File: src/rtl/mem_access_stage_pkg.sv
// Shared CPU definitions for the memory-access stage: opcodes, FSM states,
// memtoreg encodings and opcode classification helpers.
package mem_access_stage_pkg;

    localparam logic [5:0] OP_LB  = 6'h20;
    localparam logic [5:0] OP_LH  = 6'h21;
    localparam logic [5:0] OP_LW  = 6'h23;
    localparam logic [5:0] OP_LBU = 6'h24;
    localparam logic [5:0] OP_LHU = 6'h25;
    localparam logic [5:0] OP_SB  = 6'h28;
    localparam logic [5:0] OP_SH  = 6'h29;
    localparam logic [5:0] OP_SW  = 6'h2B;

    typedef enum logic {
        S_IDLE = 1'b0,
        S_WAIT = 1'b1
    } mem_state_e;

    typedef enum logic [1:0] {
        MTR_ALU  = 2'b00,
        MTR_MEM  = 2'b01,
        MTR_LINK = 2'b10
    } memtoreg_e;

    function automatic logic is_load(input logic [5:0] op);
        return (op == OP_LW) || (op == OP_LB) || (op == OP_LBU) ||
               (op == OP_LH) || (op == OP_LHU);
    endfunction

    function automatic logic is_store(input logic [5:0] op);
        return (op == OP_SW) || (op == OP_SB) || (op == OP_SH);
    endfunction

    function automatic logic is_mem(input logic [5:0] op);
        return is_load(op) || is_store(op);
    endfunction

    // Word ops need addr[1:0]==0, halfword ops need addr[0]==0; bytes never fault.
    function automatic logic misaligned(input logic [5:0] op, input logic [1:0] addr_lo);
        logic r;
        r = 1'b0;
        if ((op == OP_LW) || (op == OP_SW))
            r = (addr_lo != 2'b00);
        else if ((op == OP_LH) || (op == OP_LHU) || (op == OP_SH))
            r = addr_lo[0];
        return r;
    endfunction

endpackage

File: src/rtl/mem_access_stage_if.sv
// Data-memory request/response bus between the M stage (master) and memory (slave).
interface mem_access_stage_if;
    logic        dm_req;
    logic        dm_we;
    logic [31:0] dm_addr;
    logic [3:0]  dm_be;
    logic [31:0] dm_wdata;
    logic        dm_ack;
    logic [31:0] dm_rdata;

    modport master (
        output dm_req, dm_we, dm_addr, dm_be, dm_wdata,
        input  dm_ack, dm_rdata
    );

    modport slave (
        input  dm_req, dm_we, dm_addr, dm_be, dm_wdata,
        output dm_ack, dm_rdata
    );
endinterface

File: src/rtl/mem_lane_align.sv
// Combinational byte-lane logic: store byte enables/lane placement and
// load byte/halfword extraction with sign or zero extension (little-endian lanes).
module mem_lane_align
    import mem_access_stage_pkg::*;
(
    input  logic [5:0]  i_opcode,
    input  logic [1:0]  i_addr_lo,
    input  logic [31:0] i_st_data,
    input  logic [31:0] i_ld_word,
    output logic [3:0]  o_be,
    output logic [31:0] o_st_data,
    output logic [31:0] o_ld_data
);

    logic [7:0]  w_byte;
    logic [15:0] w_half;

    always_comb begin
        w_byte = i_ld_word[7:0];
        case (i_addr_lo)
            2'd0: w_byte = i_ld_word[7:0];
            2'd1: w_byte = i_ld_word[15:8];
            2'd2: w_byte = i_ld_word[23:16];
            2'd3: w_byte = i_ld_word[31:24];
            default: w_byte = i_ld_word[7:0];
        endcase
        w_half = i_addr_lo[1] ? i_ld_word[31:16] : i_ld_word[15:0];
    end

    always_comb begin
        o_be      = 4'b0000;
        o_st_data = 32'h0;
        o_ld_data = 32'h0;
        case (i_opcode)
            OP_SW: begin
                o_be      = 4'b1111;
                o_st_data = i_st_data;
            end
            OP_SH: begin
                o_be      = i_addr_lo[1] ? 4'b1100 : 4'b0011;
                o_st_data = i_addr_lo[1] ? {i_st_data[15:0], 16'h0}
                                         : {16'h0, i_st_data[15:0]};
            end
            OP_SB: begin
                o_be      = 4'b0001 << i_addr_lo;
                o_st_data = {24'h0, i_st_data[7:0]} << {i_addr_lo, 3'b000};
            end
            OP_LW:  o_ld_data = i_ld_word;
            OP_LB:  o_ld_data = {{24{w_byte[7]}}, w_byte};
            OP_LBU: o_ld_data = {24'h0, w_byte};
            OP_LH:  o_ld_data = {{16{w_half[15]}}, w_half};
            OP_LHU: o_ld_data = {16'h0, w_half};
            default: ;
        endcase
    end

endmodule

File: src/rtl/mem_access_stage.sv
// M stage of the pipeline: issues data-memory accesses, stalls until ack or timeout,
// and loads the M->W register. Optional MEM_ALIGN_CHECK_EN adds misalignment traps (w_exc).
module mem_access_stage
    import mem_access_stage_pkg::*;
#(
    parameter int WAIT_MAX = 16
) (
    input  logic        clk,
    input  logic        reset,
    input  logic        m_valid,
    input  logic        m_regwrite,
    input  logic        m_memwrite,
    input  logic [5:0]  m_opcode,
    input  logic [4:0]  m_wreg,
    input  logic [1:0]  m_memtoreg,
    input  logic [31:0] m_pc,
    input  logic [31:0] m_aluout,
    input  logic [31:0] m_wdata,
    output logic        m_stall,
    mem_access_stage_if.master mem,
    output logic        w_valid,
    output logic        w_regwrite,
    output logic [4:0]  w_wreg,
    output logic [1:0]  w_memtoreg,
    output logic [31:0] w_pc,
    output logic [31:0] w_aluout,
    output logic [31:0] w_rdata,
    output logic        dm_timeout
`ifdef MEM_ALIGN_CHECK_EN
    ,
    output logic        w_exc
`endif
);

    localparam int CW = (WAIT_MAX > 1) ? $clog2(WAIT_MAX) : 1;

    mem_state_e  r_state;
    mem_state_e  w_state_nxt;
    logic [CW-1:0] r_cnt;

    logic [5:0]  r_opcode;
    logic [31:0] r_addr;
    logic [31:0] r_wdata;
    logic [31:0] r_pc;
    logic [4:0]  r_wreg;
    logic [1:0]  r_memtoreg;
    logic        r_regwrite;
    logic        r_memwrite;

    logic        w_mis;
    logic        w_accept;
    logic        w_in_wait;
    logic        w_ack;
    logic        w_timeout;
    logic        w_req;
    logic [5:0]  w_op;
    logic [31:0] w_addr;
    logic [31:0] w_sdata;
    logic        w_memwrite;
    logic [3:0]  w_be;
    logic [31:0] w_st_lane;
    logic [31:0] w_ld_data;

`ifdef MEM_ALIGN_CHECK_EN
    assign w_mis = misaligned(m_opcode, m_aluout[1:0]);
`else
    assign w_mis = 1'b0;
`endif

    assign w_accept  = (r_state == S_IDLE) && m_valid && is_mem(m_opcode) && !w_mis;
    assign w_in_wait = (r_state == S_WAIT);
    assign w_ack     = w_in_wait && mem.dm_ack;
    // Ack takes priority over a timeout landing in the same cycle.
    assign w_timeout = w_in_wait && !mem.dm_ack && (r_cnt == CW'(WAIT_MAX - 1));

    // While waiting, the bus is driven from the copies latched at acceptance.
    assign w_op       = w_in_wait ? r_opcode   : m_opcode;
    assign w_addr     = w_in_wait ? r_addr     : m_aluout;
    assign w_sdata    = w_in_wait ? r_wdata    : m_wdata;
    assign w_memwrite = w_in_wait ? r_memwrite : m_memwrite;

    mem_lane_align u_lane (
        .i_opcode  (w_op),
        .i_addr_lo (w_addr[1:0]),
        .i_st_data (w_sdata),
        .i_ld_word (mem.dm_rdata),
        .o_be      (w_be),
        .o_st_data (w_st_lane),
        .o_ld_data (w_ld_data)
    );

    always_comb begin
        w_state_nxt = r_state;
        w_req       = 1'b0;
        m_stall     = 1'b0;
        case (r_state)
            S_IDLE: begin
                if (w_accept) begin
                    w_req       = 1'b1;
                    m_stall     = 1'b1;
                    w_state_nxt = S_WAIT;
                end
            end
            S_WAIT: begin
                w_req = 1'b1;
                if (w_ack || w_timeout)
                    w_state_nxt = S_IDLE;
                else
                    m_stall = 1'b1;
            end
            default: w_state_nxt = S_IDLE;
        endcase
        // Reset kills the request and stall immediately, without waiting for a clock.
        if (reset) begin
            w_req   = 1'b0;
            m_stall = 1'b0;
        end
    end

    assign mem.dm_req   = w_req;
    assign mem.dm_we    = w_req && is_store(w_op) && w_memwrite;
    assign mem.dm_addr  = {w_addr[31:2], 2'b00};
    assign mem.dm_be    = w_be;
    assign mem.dm_wdata = w_st_lane;

    always_ff @(posedge clk or posedge reset) begin
        if (reset) begin
            r_state    <= S_IDLE;
            r_cnt      <= '0;
            r_opcode   <= '0;
            r_addr     <= '0;
            r_wdata    <= '0;
            r_pc       <= '0;
            r_wreg     <= '0;
            r_memtoreg <= '0;
            r_regwrite <= 1'b0;
            r_memwrite <= 1'b0;
            dm_timeout <= 1'b0;
        end else begin
            r_state <= w_state_nxt;
            if (w_accept) begin
                r_cnt      <= '0;
                r_opcode   <= m_opcode;
                r_addr     <= m_aluout;
                r_wdata    <= m_wdata;
                r_pc       <= m_pc;
                r_wreg     <= m_wreg;
                r_memtoreg <= m_memtoreg;
                r_regwrite <= m_regwrite;
                r_memwrite <= m_memwrite;
            end else if (w_in_wait) begin
                r_cnt <= r_cnt + CW'(1);
            end
            if (w_timeout)
                dm_timeout <= 1'b1;
        end
    end

    // M->W register; the accept edge inserts a bubble so W never re-commits an old instruction.
    always_ff @(posedge clk or posedge reset) begin
        if (reset) begin
            w_valid    <= 1'b0;
            w_regwrite <= 1'b0;
            w_wreg     <= '0;
            w_memtoreg <= '0;
            w_pc       <= '0;
            w_aluout   <= '0;
            w_rdata    <= '0;
`ifdef MEM_ALIGN_CHECK_EN
            w_exc      <= 1'b0;
`endif
        end else if (r_state == S_IDLE) begin
            if (w_accept) begin
                w_valid    <= 1'b0;
                w_regwrite <= 1'b0;
`ifdef MEM_ALIGN_CHECK_EN
                w_exc      <= 1'b0;
`endif
            end else begin
                w_valid    <= m_valid;
                w_regwrite <= m_valid && m_regwrite && !w_mis;
                w_wreg     <= m_wreg;
                w_memtoreg <= m_memtoreg;
                w_pc       <= m_pc;
                w_aluout   <= m_aluout;
                w_rdata    <= '0;
`ifdef MEM_ALIGN_CHECK_EN
                w_exc      <= m_valid && w_mis;
`endif
            end
        end else if (w_ack || w_timeout) begin
            w_valid    <= 1'b1;
            w_regwrite <= r_regwrite && !w_timeout;
            w_wreg     <= r_wreg;
            w_memtoreg <= r_memtoreg;
            w_pc       <= r_pc;
            w_aluout   <= r_addr;
            w_rdata    <= w_timeout ? 32'h0 : w_ld_data;
`ifdef MEM_ALIGN_CHECK_EN
            w_exc      <= 1'b0;
`endif
        end
    end

endmodule

File: src/flat_wrapper.sv
// flat-port wrapper written by rule: the top's interface ports become plain ports
module mem_access_stage_flat import mem_access_stage_pkg::*;
#(
    parameter int WAIT_MAX = 16
)
  (clk, reset, m_valid, m_regwrite, m_memwrite, m_opcode, m_wreg, m_memtoreg, m_pc, m_aluout, m_wdata, m_stall, w_valid, w_regwrite, w_wreg, w_memtoreg, w_pc, w_aluout, w_rdata, dm_timeout, mem_dm_req, mem_dm_we, mem_dm_addr, mem_dm_be, mem_dm_wdata, mem_dm_ack, mem_dm_rdata);
  mem_access_stage_if mem_i ();
  input  logic clk;
  input  logic reset;
  input  logic m_valid;
  input  logic m_regwrite;
  input  logic m_memwrite;
  input  logic [5:0] m_opcode;
  input  logic [4:0] m_wreg;
  input  logic [1:0] m_memtoreg;
  input  logic [31:0] m_pc;
  input  logic [31:0] m_aluout;
  input  logic [31:0] m_wdata;
  output logic m_stall;
  output logic w_valid;
  output logic w_regwrite;
  output logic [4:0] w_wreg;
  output logic [1:0] w_memtoreg;
  output logic [31:0] w_pc;
  output logic [31:0] w_aluout;
  output logic [31:0] w_rdata;
  output logic dm_timeout;
  output wire logic [$bits(mem_i.dm_req)-1:0] mem_dm_req;
  output wire logic [$bits(mem_i.dm_we)-1:0] mem_dm_we;
  output wire logic [$bits(mem_i.dm_addr)-1:0] mem_dm_addr;
  output wire logic [$bits(mem_i.dm_be)-1:0] mem_dm_be;
  output wire logic [$bits(mem_i.dm_wdata)-1:0] mem_dm_wdata;
  input wire logic [$bits(mem_i.dm_ack)-1:0] mem_dm_ack;
  input wire logic [$bits(mem_i.dm_rdata)-1:0] mem_dm_rdata;
  assign mem_dm_req = mem_i.dm_req;
  assign mem_dm_we = mem_i.dm_we;
  assign mem_dm_addr = mem_i.dm_addr;
  assign mem_dm_be = mem_i.dm_be;
  assign mem_dm_wdata = mem_i.dm_wdata;
  assign mem_i.dm_ack = mem_dm_ack;
  assign mem_i.dm_rdata = mem_dm_rdata;
  mem_access_stage #(.WAIT_MAX(WAIT_MAX)) u_core (.clk(clk), .reset(reset), .m_valid(m_valid), .m_regwrite(m_regwrite), .m_memwrite(m_memwrite), .m_opcode(m_opcode), .m_wreg(m_wreg), .m_memtoreg(m_memtoreg), .m_pc(m_pc), .m_aluout(m_aluout), .m_wdata(m_wdata), .m_stall(m_stall), .mem(mem_i), .w_valid(w_valid), .w_regwrite(w_regwrite), .w_wreg(w_wreg), .w_memtoreg(w_memtoreg), .w_pc(w_pc), .w_aluout(w_aluout), .w_rdata(w_rdata), .dm_timeout(dm_timeout));
endmodule
File: config.mk
export PLATFORM = sky130hd
export DESIGN_NAME = mem_access_stage_flat
export DESIGN_NICKNAME = d
export VERILOG_FILES = /design/src/rtl/mem_access_stage_pkg.sv /design/src/rtl/mem_access_stage_if.sv /design/src/rtl/mem_lane_align.sv /design/src/rtl/mem_access_stage.sv /design/src/flat_wrapper.sv
export SDC_FILE = /design/constraint.sdc
export NUM_CORES = 1
export LEC_CHECK = 0
export ABC_AREA = 1
export CORE_ASPECT_RATIO = 1.25
export CORE_MARGIN = 2
export CORE_UTILIZATION = 40
export DETAILED_ROUTE_END_ITERATION = 12
export DONT_BUFFER_PORTS = 1
export PLACE_DENSITY = 0.55
export SETUP_SLACK_MARGIN = 0.15
export SYNTH_ARGS = -nofsm -noshare
export SYNTH_HDL_FRONTEND = slang
export SYNTH_SLANG_ARGS = --single-unit
File: constraint.sdc
create_clock -name clk -period 21.8 [get_ports clk]
set_input_delay 3.27 -clock clk [delete_from_list [all_inputs] [get_ports clk]]
set_output_delay 3.27 -clock clk [all_outputs]
set_load 0.1 [all_outputs]
==> flow_summary.ini <==
[status]
status = complete, no violations

[final_layout]
syn_to_final_growth_pct = 10.4
final_layout_size_suffix_gt1_share_pct = 9.75
register_area_um2 = 5560
nFillCells = 2875
layout.nets = 1598
multi_input_area_um2 = 4960
final_cell_mix = 650 x nand2_1, 221 x dfrtp_1, 100 x nand3_1, 95 x inv_1, 85 x o21ai_0
utilization_pct = 44.7
fin_area_um2 = 12300
layout_commonest_cell = nand2_1
num_antenna_cells = 0

[floorplanning]
rows = 68
die_width_um = 153
dieArea_um2 = 29200
die_height_um = 190
initial_utilization_pct = 40.5
ioPinCount = 324
fp.coreArea_um2 = 27500

[sta]
slew_headroom_pct = 19.4
worst_hold_slack_ns = 0.473
worst_pin_slew_ns = 1.21
slew_viol_final = 0
hold_viol = 0
period_share_pct = 43.9
setup_viol = 0
fin_crit_ns = 9.56
tns_ns = 0
rsz0062_at_grt = no
clock_skew_ns = 0.00873
fmax_mhz = 105

[placement]
dp_hpwl_um = 21500
portBuffers = 0
gp_congestion = 0.866
dpl_cell_area_um2 = 11500

[yosys]
ys_seq_elements = 222
synth_area_um2 = 11100
yosys-top-cells-area = dfrtp_1 50%, nand2_1 22%, o21ai_0 5.5%
yosysTopAreaCell = dfrtp_1
synthDistinctLibCells = 38
yosysWarningCount = 0
yosysSeqAreaShare_pct = 50.0
synth_top_cell_area_share_pct = 50.0
avgSynthCellArea_um2 = 7.40
synthCells = 1502

[grt]
antenna_found_initial = 0
first_global_vias = 9345
grt_max_degree = 135
globalRouteTotalUtil_pct = 21.3
grt-ovfl-total = 0
grt_pass1_wl_um = 50700

[critical_path]
cpPeakStageDelay_ns = 0.95
crit_path_top_delay_cell = nor2_2
path_buf_inv = 2
cp_top_family = simple AND/OR/NAND/NOR gates
start_kind = primary input
endpoint_kind = output port
worstPathRequired_ns = 18.53
crit_path_frequent_cell = nor2_1
cp.arrival_ns = 6.29
crit_fanout = 113
critPathKind = in -> out
timing.critical_path.cells = nor2_1 -> nand2_1 -> nor2_1 -> nand2_4 -> buf_4 -> nand2_2 -> clkinv_2 -> nor2_2

[min_path]
hp-class = reg -> reg

[power_and_ir_drop]
p_leak_nw = 6.35
p_per_area_nw_per_um2 = 102
power_switching_w = 0.000492
ir_drop_v = 0.0000598
sequentialPowerShare_pct = 51.7
clkPwrFrac_pct = 32.4
p_int_w = 0.000757
p_sw_share_pct = 39.4
power_w = 0.00125
pwr-share-comb_pct = 15.9

[detailed_routing]
vias_per_cell = 5.21
wl_per_cell_um = 17.5
ant_nets = 0
vias = 9470
wl_um = 31700
firstDrtPassIters = 5
drc = 0
drt_iter0_markers = 492

[clock_tree]
cts_hold_buf = 0
cts_tree = yes
ctsHtreeMaxLevel = 1
clkTransAtPathRegs_ns = 0.06
clockBufferDepth = 3
clockRootBuffer = clkbuf_16
numClockSinks = 222
postCtsSetupBuffers = 0
numCtsBuffers = 24
cts_resized = 0
insertion_delay_ns = 0.52

[job]
maxCapViolations = 0
worst paths after layout:
| check | startpoint | endpoint | slack, ns | cells after the start |
|---|---|---|---|---|
| worst max-delay path | m_opcode[4] | m_stall | 12.24 | 8 |
| worst min-delay path | u_core.r_opcode[5] | u_core.r_opcode[5] | 0.47 | 1 |
| worst max register to register | u_core.r_state | u_core.w_rdata[14] | 17.61 | 11 |
| worst min register to register | u_core.r_opcode[5] | u_core.r_opcode[5] | 0.47 | 1 |
| max in group asynchronous | reset | u_core.w_rdata[20] | 17.90 | 2 |
| min in group asynchronous | reset | u_core.w_aluout[4] | 2.64 | 1 |
Yosys cell counts, drive strengths merged:
master,number
clkinv,1
buf,47
xor2,2
o21a,1
conb,1
a21oi,14
a22o,1
nand2,655
o211ai,11
a31oi,39
inv,102
or2,21
nor3,3
nand4,10
ha,1
a21boi,1
o21ai,126
nor2,91
dfrtp,222
mux2i,7
o31ai,1
nand3,101
clkbuf,44
power by group through the flow:
stage	Sequential (W)	Clock, W	Combinational, W
after detailed placement	0.000653	0	0.000202
after global routing	0.000654	0.000433	0.000224
after global placement	0.000652	0	0.000198
after CTS	0.000646	0.000418	0.000202
final	0.000646	0.000404	0.000199
after floorplan	0.000640	0	0.000169
metal layers:
metal | vias up | global-route usage [%] | wire length [um]
met3 | 59 | 8.18 | 3090
met1 | 4486 | 25.3 | 12600
met4 | 0 | 7.87 | 1080
met5 | - | 0 | 0
met2 | 295 | 35.2 | 15000
li1 | 4630 | - | -
through the flow:
| step | setup slack (ns) | instances |
|---|---|---|
| floorplan | 8.81 | 1503 |
| global placement | 12.27 | 1774 |
| detailed placement | 12.28 | 1774 |
| CTS | 12.27 | 1817 |
| global route | 12.03 | 1817 |
| finish | 12.24 | 1817 |
logic make-up after synthesis:
group                      count (synthesis)  synth area share (%)
and+or+nand+nor                          881                  32.2
DFF                                      222                  50.0
AOI/OAI and AO/OA                        194                  9.62
buffers and inverters                    194                  7.27
muxes                                      7                 0.630
xor gates and xnor gates                   2                 0.158
adders and majority gates                  1                 0.113
other                                      1                0.0337
sequential cells by signal, indices dropped and copies added (netlist names), 2 cells and up:
| register | flops |
|---|---|
| u_core.w_rdata | 32 |
| u_core.r_memtoreg | 2 |
| u_core.w_aluout | 32 |
| u_core.w_wreg | 5 |
| u_core.r_pc | 32 |
| u_core.w_pc | 32 |
| u_core.w_memtoreg | 2 |
| u_core.r_wreg | 5 |
| u_core.r_cnt | 4 |
| u_core.r_addr | 32 |
| u_core.r_opcode | 6 |
| u_core.r_wdata | 32 |
final cells by class:
type | instances | share of cell area, %
inverter | 103 | 3.22
clock inverter | 7 | 0.398
timing repair buffer | 12 | 0.999
clock buffer | 36 | 6.08
tap | 350 | 3.57
multi-input combinational | 1087 | 40.4
sequential | 222 | 45.3
(Power assumes the default switching activity.)
